$ cat config.mk
export PLATFORM = sky130hd
export DESIGN_NAME = spi_tx_feeder
export DESIGN_NICKNAME = d
export VERILOG_FILES = /design/src/rtl/spi_pkg.sv /design/src/rtl/spi_tx_feeder_sync_fifo.sv /design/src/rtl/spi_tx_feeder.sv
export SDC_FILE = /design/constraint.sdc
export NUM_CORES = 1
export LEC_CHECK = 0
export ABC_AREA = 1
export CAP_MARGIN = 20
export CORE_ASPECT_RATIO = 0.5
export CORE_MARGIN = 3
export CORE_UTILIZATION = 55
export CTS_CLUSTER_SIZE = 24
export DETAILED_ROUTE_END_ITERATION = 10
export GPL_TIMING_DRIVEN = 0
export PLACE_DENSITY_LB_ADDON = 0.12
export SLEW_MARGIN = 40
export SYNTH_ARGS = -nofsm -noshare
export SYNTH_HDL_FRONTEND = slang
export SYNTH_HIERARCHICAL = 1
export SYNTH_SLANG_ARGS = --single-unit
$ cat constraint.sdc
create_clock -name clk -period 4.25 [get_ports clk]
set_input_delay 0.85 -clock clk [delete_from_list [all_inputs] [get_ports clk]]
set_output_delay 0.85 -clock clk [all_outputs]
set_load 0.02 [all_outputs]
$ cat src/rtl/spi_pkg.sv
// Shared types for the SPI slave transmit path: byte type and the feeder's FSM states.
package spi_pkg;

  localparam int SPI_BYTE_W = 8;

  typedef logic [SPI_BYTE_W-1:0] spi_byte_t;

  typedef enum logic [1:0] {
    RESYNC,
    IDLE,
    WAIT_ACK
  } spi_tx_feeder_state_t;

endpackage

$ cat src/rtl/spi_tx_feeder_sync_fifo.sv
// Single-clock circular byte buffer; extra pointer MSB distinguishes full from empty.
module sync_fifo #(
  parameter int DEPTH = 8,
  parameter int WIDTH = 8
) (
  input  logic                     clk,
  input  logic                     rst,
  input  logic                     push_i,
  input  logic                     pop_i,
  input  logic [WIDTH-1:0]         din_i,
  output logic [WIDTH-1:0]         dout_o,
  output logic                     full_o,
  output logic                     empty_o,
  output logic [$clog2(DEPTH):0]   level_o
);

  localparam int AW = $clog2(DEPTH);
  localparam int PW = AW + 1;

  logic [WIDTH-1:0] mem_q [DEPTH];
  logic [PW-1:0]    wr_ptr_q, rd_ptr_q;
  logic             do_push, do_pop;

  assign empty_o = (wr_ptr_q == rd_ptr_q);
  assign full_o  = (wr_ptr_q[AW] != rd_ptr_q[AW]) && (wr_ptr_q[AW-1:0] == rd_ptr_q[AW-1:0]);
  assign level_o = wr_ptr_q - rd_ptr_q;
  assign dout_o  = mem_q[rd_ptr_q[AW-1:0]];

  // A push into a full buffer is only legal when the head leaves in the same cycle.
  assign do_push = push_i && (!full_o || pop_i);
  assign do_pop  = pop_i && !empty_o;

  // NOTE: sequential state uses non-blocking assignments so every flop samples pre-edge values.
  always_ff @(posedge clk) begin
    if (rst) begin
      wr_ptr_q <= '0;
      rd_ptr_q <= '0;
    end else begin
      if (do_push) wr_ptr_q <= wr_ptr_q + PW'(1);
      if (do_pop)  rd_ptr_q <= rd_ptr_q + PW'(1);
    end
  end

  // NOTE: storage is deliberately not reset; pointers alone define which entries are valid.
  always_ff @(posedge clk) begin
    if (do_push) mem_q[wr_ptr_q[AW-1:0]] <= din_i;
  end

endmodule

$ cat src/rtl/spi_tx_feeder.sv
// Buffers bytes and offers them to the SPI clock domain over a two-phase req/ack toggle.
// Optional build macro SPI_TX_IDLE_FILL_EN: offer IDLE_BYTE once per underrun.
module spi_tx_feeder
  import spi_pkg::*;
#(
  parameter int        DEPTH     = 8,
  parameter spi_byte_t IDLE_BYTE = 8'hFF
) (
  input  logic                       clk,
  input  logic                       rst,
  input  logic                       wr_stb,
  input  logic [SPI_BYTE_W-1:0]      wr_data,
  output logic                       wr_ready,
  output logic [$clog2(DEPTH+1)-1:0] level,
  output logic                       overflow,
  output logic                       handshake_req,
  input  logic                       handshake_ack,
  output logic [SPI_BYTE_W-1:0]      handshake_data
);

  localparam int LW = $clog2(DEPTH+1);

`ifdef SPI_TX_IDLE_FILL_EN
  localparam bit FILL_EN = 1'b1;
`else
  localparam bit FILL_EN = 1'b0;
`endif

  spi_tx_feeder_state_t state_q, state_d;
  logic [1:0]           cnt_q, cnt_d;
  logic                 req_q, req_d;
  spi_byte_t            data_q, data_d;
  logic                 fill_done_q, fill_done_d;
  logic                 ack_meta_q, ack_s_q;
  logic                 wr_ready_q, wr_ready_d;
  logic                 overflow_q;

  logic                 push, fifo_pop, fifo_full, fifo_empty;
  spi_byte_t            fifo_head;
  logic [LW-1:0]        fifo_level;

  assign push = wr_stb && wr_ready_q;

  sync_fifo #(
    .DEPTH (DEPTH),
    .WIDTH (SPI_BYTE_W)
  ) u_fifo (
    .clk     (clk),
    .rst     (rst),
    .push_i  (push),
    .pop_i   (fifo_pop),
    .din_i   (wr_data),
    .dout_o  (fifo_head),
    .full_o  (fifo_full),
    .empty_o (fifo_empty),
    .level_o (fifo_level)
  );

  // wr_ready is registered, so it must reflect the occupancy after this edge.
  assign wr_ready_d = !((fifo_full && !fifo_pop) ||
                        (fifo_level == LW'(DEPTH-1) && push && !fifo_pop));

  // NOTE: every combinational output gets a default first so no path can infer a latch.
  always_comb begin
    state_d     = state_q;
    cnt_d       = cnt_q;
    req_d       = req_q;
    data_d      = data_q;
    fill_done_d = fill_done_q;
    fifo_pop    = 1'b0;
    unique case (state_q)
      RESYNC: begin
        // Adopt the far side's ack so a SPI domain that kept running sees no toggle.
        if (cnt_q == 2'd2) begin
          req_d   = ack_s_q;
          state_d = IDLE;
        end else begin
          cnt_d = cnt_q + 2'd1;
        end
      end
      IDLE: begin
        if (!fifo_empty) begin
          fifo_pop    = 1'b1;
          data_d      = fifo_head;
          req_d       = ~req_q;
          fill_done_d = 1'b0;
          state_d     = WAIT_ACK;
        end else if (FILL_EN && !fill_done_q) begin
          data_d      = IDLE_BYTE;
          req_d       = ~req_q;
          fill_done_d = 1'b1;
          state_d     = WAIT_ACK;
        end
      end
      WAIT_ACK: begin
        if (ack_s_q == req_q) state_d = IDLE;
      end
      default: state_d = RESYNC;
    endcase
  end

  always_ff @(posedge clk) begin
    if (rst) begin
      state_q     <= RESYNC;
      cnt_q       <= 2'd0;
      req_q       <= 1'b0;
      data_q      <= '0;
      // Nothing has been sent yet, so there is no underrun to fill after reset.
      fill_done_q <= 1'b1;
      ack_meta_q  <= 1'b0;
      ack_s_q     <= 1'b0;
      wr_ready_q  <= 1'b0;
      overflow_q  <= 1'b0;
    end else begin
      state_q     <= state_d;
      cnt_q       <= cnt_d;
      req_q       <= req_d;
      data_q      <= data_d;
      fill_done_q <= fill_done_d;
      ack_meta_q  <= handshake_ack;
      ack_s_q     <= ack_meta_q;
      wr_ready_q  <= wr_ready_d;
      overflow_q  <= overflow_q | (wr_stb & ~wr_ready_q);
    end
  end

  assign wr_ready       = wr_ready_q;
  assign level          = fifo_level;
  assign overflow       = overflow_q;
  assign handshake_req  = req_q;
  assign handshake_data = data_q;

endmodule
# Word level (Yosys, flattened, before mapping)
# Memories as Yosys holds them, arrays and structs flattened. A register that Yosys moved wholly into a read port is not among the register bits.
# Index checks and enable logic that the tools add are counted.
# totals
regBits	17
ram_bits	64
inputBits	12
out_inout_bits	15
elab_cells	61
mem_count	1
# memory_table
memory	words	word_bits	rd	rd_ports_with_merged_regs	write_ports	line	text
u_fifo.mem_q	8	8	1	1	1	spi_tx_feeder_sync_fifo.sv:20	logic [WIDTH-1:0] mem_q [DEPTH];
# classes
addsub	4
eq_ne	11
mux	11
n_bitwise	6
n_reduce_logical	19
# op_table
cell	n
4-bit by 1-bit adder with 4-bit output (second input constant)	2
1-bit logical AND	7
1-bit two-way mux	6
2-bit two-way mux	3
2-bit != test (second input constant)	3
2-bit case mux with 3 select lines	1
3-bit AND reduction	2
2-bit equality test (second input constant)	2
4-bit by 3-bit equality test with 1-bit output (second input constant)	1
4-bit equality test	1
1-bit logical NOT	4
1-bit inverter	4
2-bit AND reduction	2
4-bit subtractor	1
3-bit equality test	1
2-bit by 1-bit adder with 2-bit output (second input constant)	1
2-bit by 1-bit equality test with 1-bit output (second input constant)	1
2-bit logical NOT	1
1-bit logical OR	2
1-bit case mux with 2 select lines	1
2-bit nonzero test	1
1-bit bitwise AND	1
1-bit equality test	1
1-bit != test	1
1-bit bitwise OR	1

# Depth between registers and ports, before layout
# logic_depth
depth_word	7
depth_mapped	13
ltp_nobuf	13

# By module
# Netlist, hierarchy kept.
# by_module_without_submodules
mod	n_inst	cells_per_inst	area_each_um2	seq_area_each_um2
sync_fifo	1	296	3248.1	2142.1
spi_tx_feeder	1	95	714.4	340.3

# Worst setup path after synthesis
# No wires, ideal clock.
# synth_path
path_type	register -> register
start	reg u_fifo.wr_ptr_q[0]
end	mem u_fifo.mem_q[0][0] (enable)
setup_time_ns	0.370
arrival_ns	2.290
t_required_ns	3.880
slack_ns	1.590
stages_incl_launch_ff	13
path_buffers	0
period_less_slack_ns	2.660
cell_sequence	dfxtp_1 inv_1 ha_1 inv_1 nor2_8 nand2_4 inv_1 nand3b_4 clkinv_2 inv_1 nand3_4 nand3_1 nor2_1
# synth_between
elab_chain_len	7
word_cells_on_any_way	10
cone_classes	eq/ne: 2; mux: 4; reduce/logical: 4
# synth_lines
element	line	text
start: declaration	spi_tx_feeder_sync_fifo.sv:21	logic [PW-1:0] wr_ptr_q, rd_ptr_q;
start signal: assignment	spi_tx_feeder_sync_fifo.sv:39	if (do_push) wr_ptr_q <= wr_ptr_q + PW'(1);
4-bit equality test	spi_tx_feeder_sync_fifo.sv:24	assign empty_o = (wr_ptr_q == rd_ptr_q);
named net fifo_empty	spi_tx_feeder.sv:38	logic push, fifo_pop, fifo_full, fifo_empty;
1-bit two-way mux	spi_tx_feeder.sv:82	if (!fifo_empty) begin
1-bit two-way mux	spi_tx_feeder.sv:71	unique case (state_q)
named net fifo_pop	spi_tx_feeder.sv:38	
1-bit logical OR	spi_tx_feeder_sync_fifo.sv:30	assign do_push = push_i && (!full_o || pop_i);
1-bit logical AND	spi_tx_feeder_sync_fifo.sv:30	
1-bit two-way mux	spi_tx_feeder_sync_fifo.sv:46	if (do_push) mem_q[wr_ptr_q[AW-1:0]] <= din_i;
1-bit two-way mux (not written as such)	spi_tx_feeder_sync_fifo.sv:46	
end: declaration	spi_tx_feeder_sync_fifo.sv:20	
# The timed path passes the listed nets, and every way through them passes these cells.

# Worst setup path in the final report
# layout_path
start	reg u_fifo.rd_ptr_q[2]
end	out level[3]
# layout_between
elab_chain_len	1
# layout_lines
element	line	text
start: declaration	spi_tx_feeder_sync_fifo.sv:21	
start signal: assignment	spi_tx_feeder_sync_fifo.sv:40	if (do_pop) rd_ptr_q <= rd_ptr_q + PW'(1);
4-bit subtractor	spi_tx_feeder_sync_fifo.sv:26	assign level_o = wr_ptr_q - rd_ptr_q;
end: declaration	spi_tx_feeder.sv:14	output logic [$clog2(DEPTH+1)-1:0] level,
# Every way passes these cells.

==> out/results.ini <==
[logic_synthesis]
syn-num-nets=410
synth.yosys.warnings=6
async_flop_share_pct=0
syn_area_mm2=0.00396
synth_cells=391
synth-edff-count=64
synthFlopType=edfxtp_1
ys_seq_area_share_pct=62.6
synth.distinct_cells=32
ys_seq_elements=92
synth_area_per_cell_um2=10.1

[final_layout]
design_area_mm2=0.00462
final_layout_size_suffix_gt1_share_pct=11.8
diodes=0
layout_common_cells=nand2_1 (72), nor2_1 (69), edfxtp_1 (64), dfxtp_1 (28), o21ai_1 (28)
layout_commonest_cell=nand2_1
syn_to_final_growth_pct=16.7
layout.nets=447

[global_routing]
top_usage_layer=met2
grt_pass1_vias=2694
antenna_found_initial=0
grt_start_max_net_pins=16
grt_pass1_wl_um=13300
grt_util_met2_pct=35.6
grt.total_usage_pct=21.8
grt.overflow.total=0
grt_use_met3_pct=7.50
grt.met1_usage_pct=26.9

[sta]
tightestPinTransition_ns=0.590
fin_setup_tns_ns=0
final-hold-violation-count=0
period_share_pct=75.5
min_period_ns=3.21
setup_viol=0
slew_headroom_pct=60.6
slew_violations=0
rsz0062_at_grt=false
max_freq_ghz=0.312
finalClockSkew_ns=0.00372

[critical_path]
critPathArrivalTime_ns=2.36
path_depth=6
r2r-start=u_fifo/wr_ptr_q[0]
cpPeakStageDelay_ns=0.63
critPathCaptureType=primary output
crit_end=level[3]
crit_chain=inv_1, ha_1, nand2_2, o21ai_0, xor2_1, clkdlybuf4s50_1
required_ns=3.40
path_buf_inv=2
critPathMaxFanout=5
crit_slowest_cell=clkdlybuf4s50_1
critPathTopFamily=buffers and inverters
worstSetupStartpointType=register
reg2regPathDepth=12
rrSetupSlack_ns=1.25
reg2reg_to=u_fifo/mem_q[6][3]
critPathKind=register to primary output
startpoint=u_fifo/rd_ptr_q[2]

[cts]
numCtsBuffers=9
clock_latency_ns=0.34
cts_sinks=92
clockBufferDepth=2
htreeDepth=3
path_clk_slew_ns=0.06
cts_root_buffer=clkbuf_16
cts_setup_buffers=0
cts_tree=yes
cts.hold.buffers_added=0
cts_resized=0

[placement]
dpl_cell_area_mm2=0.00435
portBuffers=26
hpwl_um=5740
routabilityCongestion=0.847

[power_and_ir_drop]
powerDensity_mw_per_mm2=433
pwr-share-seq_pct=50.7
p_int_mw=1.49
p_leak_nw=1.73
p_switching_mw=0.514
netSwitchingFraction_pct=25.7
combPwrFrac_pct=13.3
p_total_mw=2.00
power.share.clock_pct=35.9
ir_drop_mv=0.262

[die]
core_area_mm2=0.00683
std_cell_rows=21
die-area_mm2=0.00832
die_y_um=66.0
die_w_um=126
pin_count=27
start_util_pct=58.0

[routing]
wirelength_um=8550
firstDrtPassIters=4
via_per_inst=5.33
drt_drc_violations_left=0
vias=2799
wire_per_inst_um=16.3
ant_nets=0
drt_iter0_markers=244

[run]
cap_violations=0

[hold_path]
holdPathStages=2
hp-class=register to register

[run_status]
outcome=finished, final reports clean

[worst min path at each step]
stage                     from      end  slack (ns)
finish              ack_meta_q  ack_s_q        0.40
global route        ack_meta_q  ack_s_q        0.42
CTS                 ack_meta_q  ack_s_q        0.41
detailed placement  ack_meta_q  ack_s_q        0.40
global placement    ack_meta_q  ack_s_q        0.39
floorplan           ack_meta_q  ack_s_q        0.39
[synthesized netlist by cell type, types with 4 or more instances]
library cell   n  area, um2
a21oi_1       17       85.1
buf_6          5       56.3
dfxtp_1       28        561
edfxtp_1      64       1920
ha_1           6       75.1
inv_1         26       97.6
nand2_1       72        270
nand2_2        4       25.0
nand3_1       11       55.1
nor2_1        76        285
o21ai_0       24        120
o21ai_1       28        140
[state kept, by name (all words and copies together), names as in the netlist, named ones only]
signal / flops
handshake_data: 8
ack_s_q: 1
u_fifo/rd_ptr_q: 4
overflow: 1
u_fifo/wr_ptr_q: 4
state_q: 2
ack_meta_q: 1
u_fifo/mem_q: 64
cnt_q: 2
handshake_req: 1
wr_ready: 1
[final cells by class]
| type | instances | area [um2] |
|---|---|---|
| inverters | 30 | 114 |
| well taps | 92 | 115 |
| clock inverters | 6 | 38.8 |
| fillers | 536 | 2210 |
| multi-input cells | 257 | 1280 |
| plain buffers | 12 | 100 |
| flip-flops and latches | 92 | 2480 |
| clock buffers | 10 | 229 |
| repair buffers | 26 | 260 |
[metal layers]
metal / wire (um) / vias to the layer above
met1: 3850 / 1334
met2: 3970 / 79
met3: 592 / 11
met4: 133 / 0
li1: - / 1375
met5: 0 / -
[power by group through the flow]
stage / registers [mW] / logic, mW / clock network, mW
floorplan: 1.04 / 0.171 / 0
global placement: 1.03 / 0.256 / 0
detailed placement: 1.04 / 0.267 / 0
CTS: 1.02 / 0.268 / 0.738
global route: 1.02 / 0.300 / 0.773
finish: 1.02 / 0.267 / 0.720
[kinds of logic after synthesis]
logic type / synth area share [%]
xor gates and xnor gates: 0.663
adders and majority gates: 2.40
DFF: 62.6
buffers and inverters: 5.40
and+or+nand+nor: 19.7
AOI/OAI and AO/OA: 9.16
[per-stage QoR]
stage,setup WS (ns),instances,hold slack (ns),util [%]
2_1_floorplan,1.59,391,0.388,-
3_3_place_gp,1.16,509,0.392,63.5
3_5_place_dp,1.10,509,0.398,63.6
4_1_cts,1.01,525,0.405,67.5
5_1_grt,0.919,525,0.423,67.7
6_report,1.04,525,0.403,67.7
[worst reg2reg max path, cell delays in order (launching register included)]
cell and delay [ns]:
dfxtp_1 0.44, inv_1 0.09, ha_1 0.30, inv_1 0.21
nor2_8 0.08, nand2_4 0.10, inv_1 0.06, nand3b_4 0.17
clkinv_2 0.16, inv_1 0.11, nand3_4 0.15, nand3_1 0.23
nor2_2 0.54
Power figures use the tool's default switching activity.
